**src/rtl/alu_iq.sv**
```systemverilog
// ALU issue queue: age-ordered, compacting, wakeup-aware, single issue per cycle.

package core_types_pkg;
    parameter int LOG_PR_COUNT       = 6;
    parameter int LOG_PRF_BANK_COUNT = 2;
endpackage

module alu_iq
    import core_types_pkg::*;
#(
    parameter int IQ_ENTRIES = 4
) (
    input  logic                          CLK,
    input  logic                          nRST,

    input  logic                          dispatch_valid_in,
    input  logic [3:0]                    dispatch_op_in,
    input  logic                          dispatch_is_imm_in,
    input  logic [31:0]                   dispatch_imm_in,
    input  logic                          dispatch_A_unneeded_in,
    input  logic [LOG_PR_COUNT-1:0]       dispatch_A_PR_in,
    input  logic                          dispatch_A_ready_in,
    input  logic [LOG_PR_COUNT-1:0]       dispatch_B_PR_in,
    input  logic                          dispatch_B_ready_in,
    input  logic [LOG_PR_COUNT-1:0]       dispatch_dest_PR_in,
    output logic                          dispatch_ready_out,

    input  logic                          wakeup_valid_in,
    input  logic [LOG_PR_COUNT-1:0]       wakeup_PR_in,

    input  logic                          pipeline_ready_in,

    output logic                          issue_valid_out,
    output logic [3:0]                    issue_op_out,
    output logic                          issue_is_imm_out,
    output logic [31:0]                   issue_imm_out,
    output logic                          issue_A_unneeded_out,
    output logic [LOG_PR_COUNT-1:0]       issue_dest_PR_out,
    output logic                          issue_A_forward_out,
    output logic                          issue_B_forward_out,
    output logic [LOG_PRF_BANK_COUNT-1:0] issue_A_bank_out,
    output logic [LOG_PRF_BANK_COUNT-1:0] issue_B_bank_out,

    output logic                          PRF_req_A_valid_out,
    output logic [LOG_PR_COUNT-1:0]       PRF_req_A_PR_out,
    output logic                          PRF_req_B_valid_out,
    output logic [LOG_PR_COUNT-1:0]       PRF_req_B_PR_out
);

    localparam int LOG_IQ = $clog2(IQ_ENTRIES);

    typedef struct packed {
        logic                    valid;
        logic [3:0]              op;
        logic                    is_imm;
        logic [31:0]             imm;
        logic                    A_unneeded;
        logic [LOG_PR_COUNT-1:0] A_PR;
        logic                    A_ready;
        logic [LOG_PR_COUNT-1:0] B_PR;
        logic                    B_ready;
        logic [LOG_PR_COUNT-1:0] dest_PR;
    } iq_entry_t;

    iq_entry_t [IQ_ENTRIES-1:0] entries;
    iq_entry_t [IQ_ENTRIES-1:0] entries_woken;
    iq_entry_t [IQ_ENTRIES-1:0] entries_next;
    iq_entry_t                  sel_entry;
    iq_entry_t                  new_entry;

    logic [LOG_IQ:0]            count;
    logic [LOG_IQ:0]            count_next;
    logic [LOG_IQ:0]            tail;
    logic [IQ_ENTRIES-1:0]      a_wake;
    logic [IQ_ENTRIES-1:0]      b_wake;
    logic [IQ_ENTRIES-1:0]      issuable;
    logic [LOG_IQ-1:0]          sel;
    logic                       any_issuable;
    logic                       accept;

    // Per-entry wakeup match and issue eligibility (wakeup counts this cycle).
    genvar gi;
    generate
        for (gi = 0; gi < IQ_ENTRIES; gi++) begin : g_ent
            assign a_wake[gi]   = wakeup_valid_in && (wakeup_PR_in == entries[gi].A_PR);
            assign b_wake[gi]   = wakeup_valid_in && (wakeup_PR_in == entries[gi].B_PR);
            assign issuable[gi] = entries[gi].valid
                                  && (entries[gi].A_unneeded || entries[gi].A_ready || a_wake[gi])
                                  && (entries[gi].is_imm     || entries[gi].B_ready || b_wake[gi]);
        end
    endgenerate

    // Oldest-first select: lowest issuable index wins.
    always_comb begin
        sel          = '0;
        any_issuable = 1'b0;
        for (int i = IQ_ENTRIES - 1; i >= 0; i--) begin
            if (issuable[i]) begin
                sel          = i[LOG_IQ-1:0];
                any_issuable = 1'b1;
            end
        end
    end

    assign sel_entry            = entries[sel];
    assign dispatch_ready_out   = (count < (LOG_IQ+1)'(IQ_ENTRIES));
    assign issue_valid_out      = pipeline_ready_in && any_issuable && nRST;
    assign issue_op_out         = sel_entry.op;
    assign issue_is_imm_out     = sel_entry.is_imm;
    assign issue_imm_out        = sel_entry.imm;
    assign issue_A_unneeded_out = sel_entry.A_unneeded;
    assign issue_dest_PR_out    = sel_entry.dest_PR;
    // Forward only when the operand was waiting and this cycle's writeback is what frees it.
    assign issue_A_forward_out  = !sel_entry.A_unneeded && !sel_entry.A_ready && a_wake[sel];
    assign issue_B_forward_out  = !sel_entry.is_imm && !sel_entry.B_ready && b_wake[sel];
    assign issue_A_bank_out     = sel_entry.A_PR[LOG_PRF_BANK_COUNT-1:0];
    assign issue_B_bank_out     = sel_entry.B_PR[LOG_PRF_BANK_COUNT-1:0];
    assign PRF_req_A_valid_out  = issue_valid_out && !sel_entry.A_unneeded && !issue_A_forward_out;
    assign PRF_req_B_valid_out  = issue_valid_out && !sel_entry.is_imm && !issue_B_forward_out;
    assign PRF_req_A_PR_out     = sel_entry.A_PR;
    assign PRF_req_B_PR_out     = sel_entry.B_PR;

    assign accept = dispatch_valid_in && dispatch_ready_out;
    assign tail   = count - (LOG_IQ+1)'(issue_valid_out);

    // Incoming entry captures a same-cycle wakeup so it is never missed.
    always_comb begin
        new_entry            = '0;
        new_entry.valid      = 1'b1;
        new_entry.op         = dispatch_op_in;
        new_entry.is_imm     = dispatch_is_imm_in;
        new_entry.imm        = dispatch_imm_in;
        new_entry.A_unneeded = dispatch_A_unneeded_in;
        new_entry.A_PR       = dispatch_A_PR_in;
        new_entry.A_ready    = dispatch_A_ready_in
                               || (wakeup_valid_in && wakeup_PR_in == dispatch_A_PR_in);
        new_entry.B_PR       = dispatch_B_PR_in;
        new_entry.B_ready    = dispatch_B_ready_in
                               || (wakeup_valid_in && wakeup_PR_in == dispatch_B_PR_in);
        new_entry.dest_PR    = dispatch_dest_PR_in;
    end

    // Next queue image: apply wakeups, compact out the issued slot, then append at the new tail.
    always_comb begin
        entries_woken = entries;
        for (int i = 0; i < IQ_ENTRIES; i++) begin
            if (a_wake[i]) entries_woken[i].A_ready = 1'b1;
            if (b_wake[i]) entries_woken[i].B_ready = 1'b1;
        end
        entries_next = entries_woken;
        if (issue_valid_out) begin
            for (int i = 0; i < IQ_ENTRIES - 1; i++) begin
                if (i >= int'(sel)) entries_next[i] = entries_woken[i+1];
            end
            entries_next[IQ_ENTRIES-1] = '0;
        end
        if (accept) entries_next[tail[LOG_IQ-1:0]] = new_entry;
        count_next = count + (LOG_IQ+1)'(accept) - (LOG_IQ+1)'(issue_valid_out);
    end

    // Queue state register with synchronous clear.
    always_ff @(posedge CLK) begin
        if (!nRST) begin
            entries <= '0;
            count   <= '0;
        end else begin
            entries <= entries_next;
            count   <= count_next;
        end
    end

endmodule
```
**config.mk**
```make
export PLATFORM = sky130hd
export DESIGN_NAME = alu_iq
export DESIGN_NICKNAME = d
export VERILOG_FILES = /design/src/rtl/alu_iq.sv
export SDC_FILE = /design/constraint.sdc
export NUM_CORES = 1
export LEC_CHECK = 0
export CAP_MARGIN = 20
export CORE_MARGIN = 4
export CORE_UTILIZATION = 60
export DETAILED_ROUTE_END_ITERATION = 10
export GPL_TIMING_DRIVEN = 1
export PLACE_DENSITY = 0.86
export SLEW_MARGIN = 40
export SYNTH_ARGS = -nofsm -noshare
export SYNTH_HDL_FRONTEND = slang
export SYNTH_SLANG_ARGS = --single-unit
```
**constraint.sdc**
```tcl
create_clock -name CLK -period 9.1 [get_ports CLK]
set_input_delay 1.82 -clock CLK [delete_from_list [all_inputs] [get_ports CLK]]
set_output_delay 1.82 -clock CLK [all_outputs]
set_load 0.03 [all_outputs]
```
# [Word-level counts from Yosys, hierarchy flattened]
# Cells that the tools add are included.
[totals] register_bits=239 output_inout_bits=66 wordCells=145
[classes] n_eq_ne=10 magnitude_cmp=7 n_mux=30 reduce_logical=54 addsub=3
[ops] cell="$mux 236" count=2
[ops] cell="$bwmux 236" count=1
[ops] cell="$mux 59" count=4
[ops] cell="$bmux 59 s2" count=1
[ops] cell="$demux 59 s2" count=1
[ops] cell="$eq 6x6->1" count=10
[ops] cell="$mux 58" count=1
[ops] cell="$logic_and 1x1->1" count=30
[ops] cell="$logic_or 1x1->1" count=18
[ops] cell="$mux 1" count=14
[ops] cell="$mux 2" count=4
[ops] cell="$logic_not 1->1" count=6
[ops] cell="$lt 2x3->1 const B" count=2
[ops] cell="$bmux 1 s2" count=2
[ops] cell="$ge 1x2->1 const A" count=2
[ops] cell="$add 3x1->3" count=1
[ops] cell="$lt 3x3->1 const B" count=1
[ops] cell="$sub 3x1->3" count=1
[ops] cell="$ge 2x1->1 const B" count=1
[ops] cell="$ge 2x2->1 const A" count=1
[ops] cell="$sub 2x1->2" count=1

# [Logic depth before layout (Yosys ltp)]
[logic_depth] depth_word=18 depth_mapped=16 mapped_depth_nobuf=12

# [Least setup slack after synthesis]
# OpenSTA, ideal clock, no wires.
[synth_path] kind="in2out" startpoint="input port wakeup_PR_in[2]" endpoint="output port issue_A_bank_out[0]" setup_slack_ps=2918 t_arrival_ps=4362 cell_stages=10 path_cell_list="buf_4 -> xnor2_1 -> nand4_1 -> o41a_1 -> a211oi_1 -> o21a_1 -> buf_4 -> buf_4 -> mux2i_1 -> buf_4"
[synth_via] elab_chain_len=11 word_cells_on_any_way=38
[synth_rtl] element="start, declared" line="29" rtl="input logic [LOG_PR_COUNT-1:0] wakeup_PR_in,"
[synth_rtl] element="$eq 6x6->1" line="85" rtl="assign a_wake[gi] = wakeup_valid_in && (wakeup_PR_in == entries[gi].A_PR);"
[synth_rtl] element="$logic_and 1x1->1" line="85"
[synth_rtl] element="$logic_or 1x1->1" line="88" rtl="&& (entries[gi].A_unneeded || entries[gi].A_ready || a_wake[gi])"
[synth_rtl] element="$logic_and 1x1->1" line="88"
[synth_rtl] element="$logic_and 1x1->1" line="89" rtl="&& (entries[gi].is_imm || entries[gi].B_ready || b_wake[gi]);"
[synth_rtl] element="$mux 2 (3 in a row)" line="98" rtl="if (issuable[i]) begin"
[synth_rtl] element="$mux 2 (*)" line="98"
[synth_rtl] element="$bmux 59 s2 (*)" line="105" rtl="assign sel_entry = entries[sel];"
[synth_rtl] element="$mux 58 (implied by the code) (*)" line="105"
[synth_rtl] element="end, declared" line="41" rtl="output logic [LOG_PRF_BANK_COUNT-1:0] issue_A_bank_out,"
# Mark *: on every way between the ends. The rest lies on a longest branch, timed or not. The select of a mux whose other input is x is not followed.

# [Worst setup path after layout]
[layout_path] startpoint="input port wakeup_PR_in[5]" endpoint="output port issue_imm_out[21]"
[layout_via] elab_chain_len=11 word_cells_on_any_way=38
[layout_rtl] element="$eq 6x6->1" line="85"
[layout_rtl] element="$logic_and 1x1->1" line="85"
[layout_rtl] element="$logic_or 1x1->1" line="88"
[layout_rtl] element="$logic_and 1x1->1" line="88"
[layout_rtl] element="$logic_and 1x1->1" line="89"
[layout_rtl] element="$mux 2 (3 in a row)" line="98"
[layout_rtl] element="$mux 2 (*)" line="98"
[layout_rtl] element="$bmux 59 s2 (*)" line="105"
[layout_rtl] element="$mux 58 (implied by the code) (*)" line="105"
[layout_rtl] element="end, declared" line="36" rtl="output logic [31:0] issue_imm_out,"
# Marks and branches as above.

==> flow_summary.toml <==
[status]
run_status = "completed"

[critical_path]
crit_type = "in2out"
path_buf_inv = 3
critical_path.top_delay_family = "buffers and inverters"
reg2reg_to = "entries[75]"
path_max_fanout = 22
cp.depth = 9
critPathSlowestCell = "clkdlybuf4s50_1"
critPathRequiredTime_ns = 7.28
r2r-start = "entries[11]"
worstSetupStartpoint = "wakeup_PR_in[5]"
crit_path_max_incr_delay_ns = 0.74
worstPathArrival_ns = 6.16
crit_chain = "clkdlybuf4s50_1, xnor2_1, nand4_1, o41a_1, a211oi_1, o21a_4, buf_4, mux2i_1, clkdlybuf4s50_1"
reg2reg_depth = 12
regToRegSetupSlack_ns = 4.58
cp-end-kind = "primary output"
cp-start-kind = "input port"
critPathCapture = "issue_imm_out[21]"
cp_common_cell = "clkdlybuf4s50_1"

[logic_synthesis]
synth.distinct_cells = 57
synth_top_area_share_pct = 36.9
yosysWarnings = 0
netlist_top_cells_area = "dfxtp_1 (37%), mux2i_1 (20%), nand2_1 (5.7%)"
synthArstFlopShare_pct = 0
syn-num-nets = 1585
yosysMostFrequentCell = "mux2i_1"
postSynthAreaPerCell_um2 = 8.57
synthCells = 1511
ys_seq_area_share_pct = 36.9
synth_edf_count = 0
ys_ff_latch = 239
syn_area_um2 = 12900
ys.flop_type = "dfxtp_1"
synthTopCellsByCount = "mux2i_1 (262), dfxtp_1 (239), nand2_1 (195)"
synth_top_cell_by_area = "dfxtp_1"

[placed_design]
hpwl_mm = 22.3
dpl-instance-area_um2 = 14200
finalWeightedCongestion = 0.952
place_ws_ns = 1.30
numPortBuffers = 134

[clocking]
insertion_delay_ns = 0.53
cts-root-buf = "clkbuf_16"
cts_sinks = 239
clk_pin_slew_ns = 0.06
cts.hold.buffers_added = 0
postCtsResizedCells = 0
cts_tree = "yes"
cts-buffers-inserted = 26
htreeDepth = 1
post_cts_buffers = 0
cts_buffer_depth = 3

[drt]
wire_per_inst_um = 20.4
dr.pass1.iters = 5
ant_nets = 0
postRouteWirelength_mm = 37.6
drc = 0
vias = 12032
drt-initial-drc-count = 1120
viasPerCell = 6.51

[sta]
fin_hold_ws_ns = 0.477
finalMaxSlewViolations = 0
finClkSkew_ns = 0.0149
setup_viol = 0
rsz0062_at_grt = "no"
fin_crit_ns = 7.98
fin_setup_tns_ns = 0
worst_slew_pin_slew_ns = 0.865
fmax_mhz = 125
period_share_pct = 87.7
relSlewSlack_pct = 42.3
finalHoldViolCount = 0
setup_ws_ns = 1.12

[die]
io_pins = 135
die_w_um = 155
die_h_um = 155
rows = 53
coreArea_um2 = 21200
start_util_pct = 61.2
dieArea_um2 = 24000

[finish]
drive_gt1_share_pct = 6.16
area_growth_pct = 16.4
insertedDiodeCount = 0
nets = 1629
fin_area_um2 = 15100

[power_and_ir_drop]
power_uw = 3590
vdd_drop_max_mv = 0.159
leakage_uw = 0.00542
power-per-cell-area_nw_per_um2 = 238

[grt]
grt_pass1_wl_mm = 59.6
overflow = 0
first_global_vias = 11603
track_usage_pct = 29.8
grt_max_degree = 76
antenna_found_initial = 1

[flow_run]
cap_viol_max_count = 0

[worst_hold_path]
hp-class = "reg2reg"
hp-start = "entries[22]"
hold_depth = 2
==> final cells by class <==
type | instances | area [um2]
Multi-Input combinational cell | 1118 | 7480
Fill cell | 1636 | 6080
Sequential cell | 239 | 4780
Timing Repair Buffer | 156 | 1530
Clock buffer | 38 | 777
Tap cell | 275 | 344
Clock inverter | 9 | 98.8
Inverter | 14 | 55.1
==> cell usage in the layout, fill, tap and decap left out, types with 2 or more instances in the layout <==
master           Yosys  routed
nor4_1               3       3
o21a_1               7       6
a311oi_1             6       6
xnor2_1             47      47
nand2_1            195     193
dfxtp_1            239     239
mux2i_1            262     262
a31oi_1             56      56
xor2_1              17      17
clkbuf_16            0      27
mux2_2               2       2
nor3_1               6       5
clkinv_2             0       6
buf_4               24      20
a21oi_1            118     118
a211oi_1            46      46
nand4_1             12      12
nand4b_1             4       4
nand3_4              0       2
o211ai_1             4       4
o21ai_0            131     131
clkdlybuf4s50_1      0     133
o22ai_1              4       4
o2111ai_1            4       4
ha_1                 4       4
o211a_1              2       2
bufinv_16            0       2
o41a_1               3       3
clkbuf_8             0       7
and2_1               5       5
a311oi_2             8       8
nor2_1              83      83
inv_1               13      12
nand3_1             61      59
o31ai_1              2       2
nand2b_1             2       2
clkbuf_1            88       5
==> per-layer routing <==
| metal | global-route usage (%) | routed length [um] |
|---|---|---|
| met1 | 39.3 | 15200 |
| met2 | 50.3 | 17800 |
| met3 | 5.34 | 3810 |
| met4 | 8.54 | 852 |
| met5 | 0 | 8 |
==> how the worst min path moves through the flow <==
stage	to	slack, ns
after floorplan	entries[0]	0.45
after global placement	entries[3]	0.46
after detailed placement	entries[55]	0.47
after CTS	entries[33]	0.48
after global routing	entries[52]	0.50
final	entries[22]	0.48
==> where the power goes <==
group	internal (uW)	switching, uW	leakage, uW
clock network	646	428	0.000438
registers	1240	159	0.00195
logic	456	667	0.00303
total	2340	1250	0.00542
==> sequential cells by signal, indices dropped and copies added (netlist names) <==
register and flops:
count 3, entries 236
==> stage by stage <==
step	utilization, %	std cells
after global routing	71.2	1849
final	71.2	1849
after detailed placement	67.1	1802
after floorplan	-	1511
after CTS	71.2	1849
after global placement	67.0	1801
==> worst reg2reg max path, delay by kind of cell, from the launching register on <==
kind            cells  cell delay, ns
buf+inv             3            0.95
xor+xnor            2            0.86
compound gates      4            1.15
flops               1            0.37
simple gates        2            0.80
fa+ha+maj           1            0.23
==> cells by family (layout without fill, tap and decap cells) <==
| family | after synthesis | in the layout | share of synthesized area, % |
|---|---|---|---|
| AND/OR/NAND/NOR | 380 | 380 | 12.5 |
| adder cells (fa/ha/maj) | 5 | 5 | 0.541 |
| buffers and inverters | 154 | 217 | 5.82 |
| AO/OA/AOI/OAI | 404 | 404 | 19.2 |
| flip-flops | 239 | 239 | 36.9 |
| multiplexers | 265 | 265 | 20.6 |
| XOR/XNOR | 64 | 64 | 4.33 |
No activity file was read; power rests on OpenSTA's default activity.
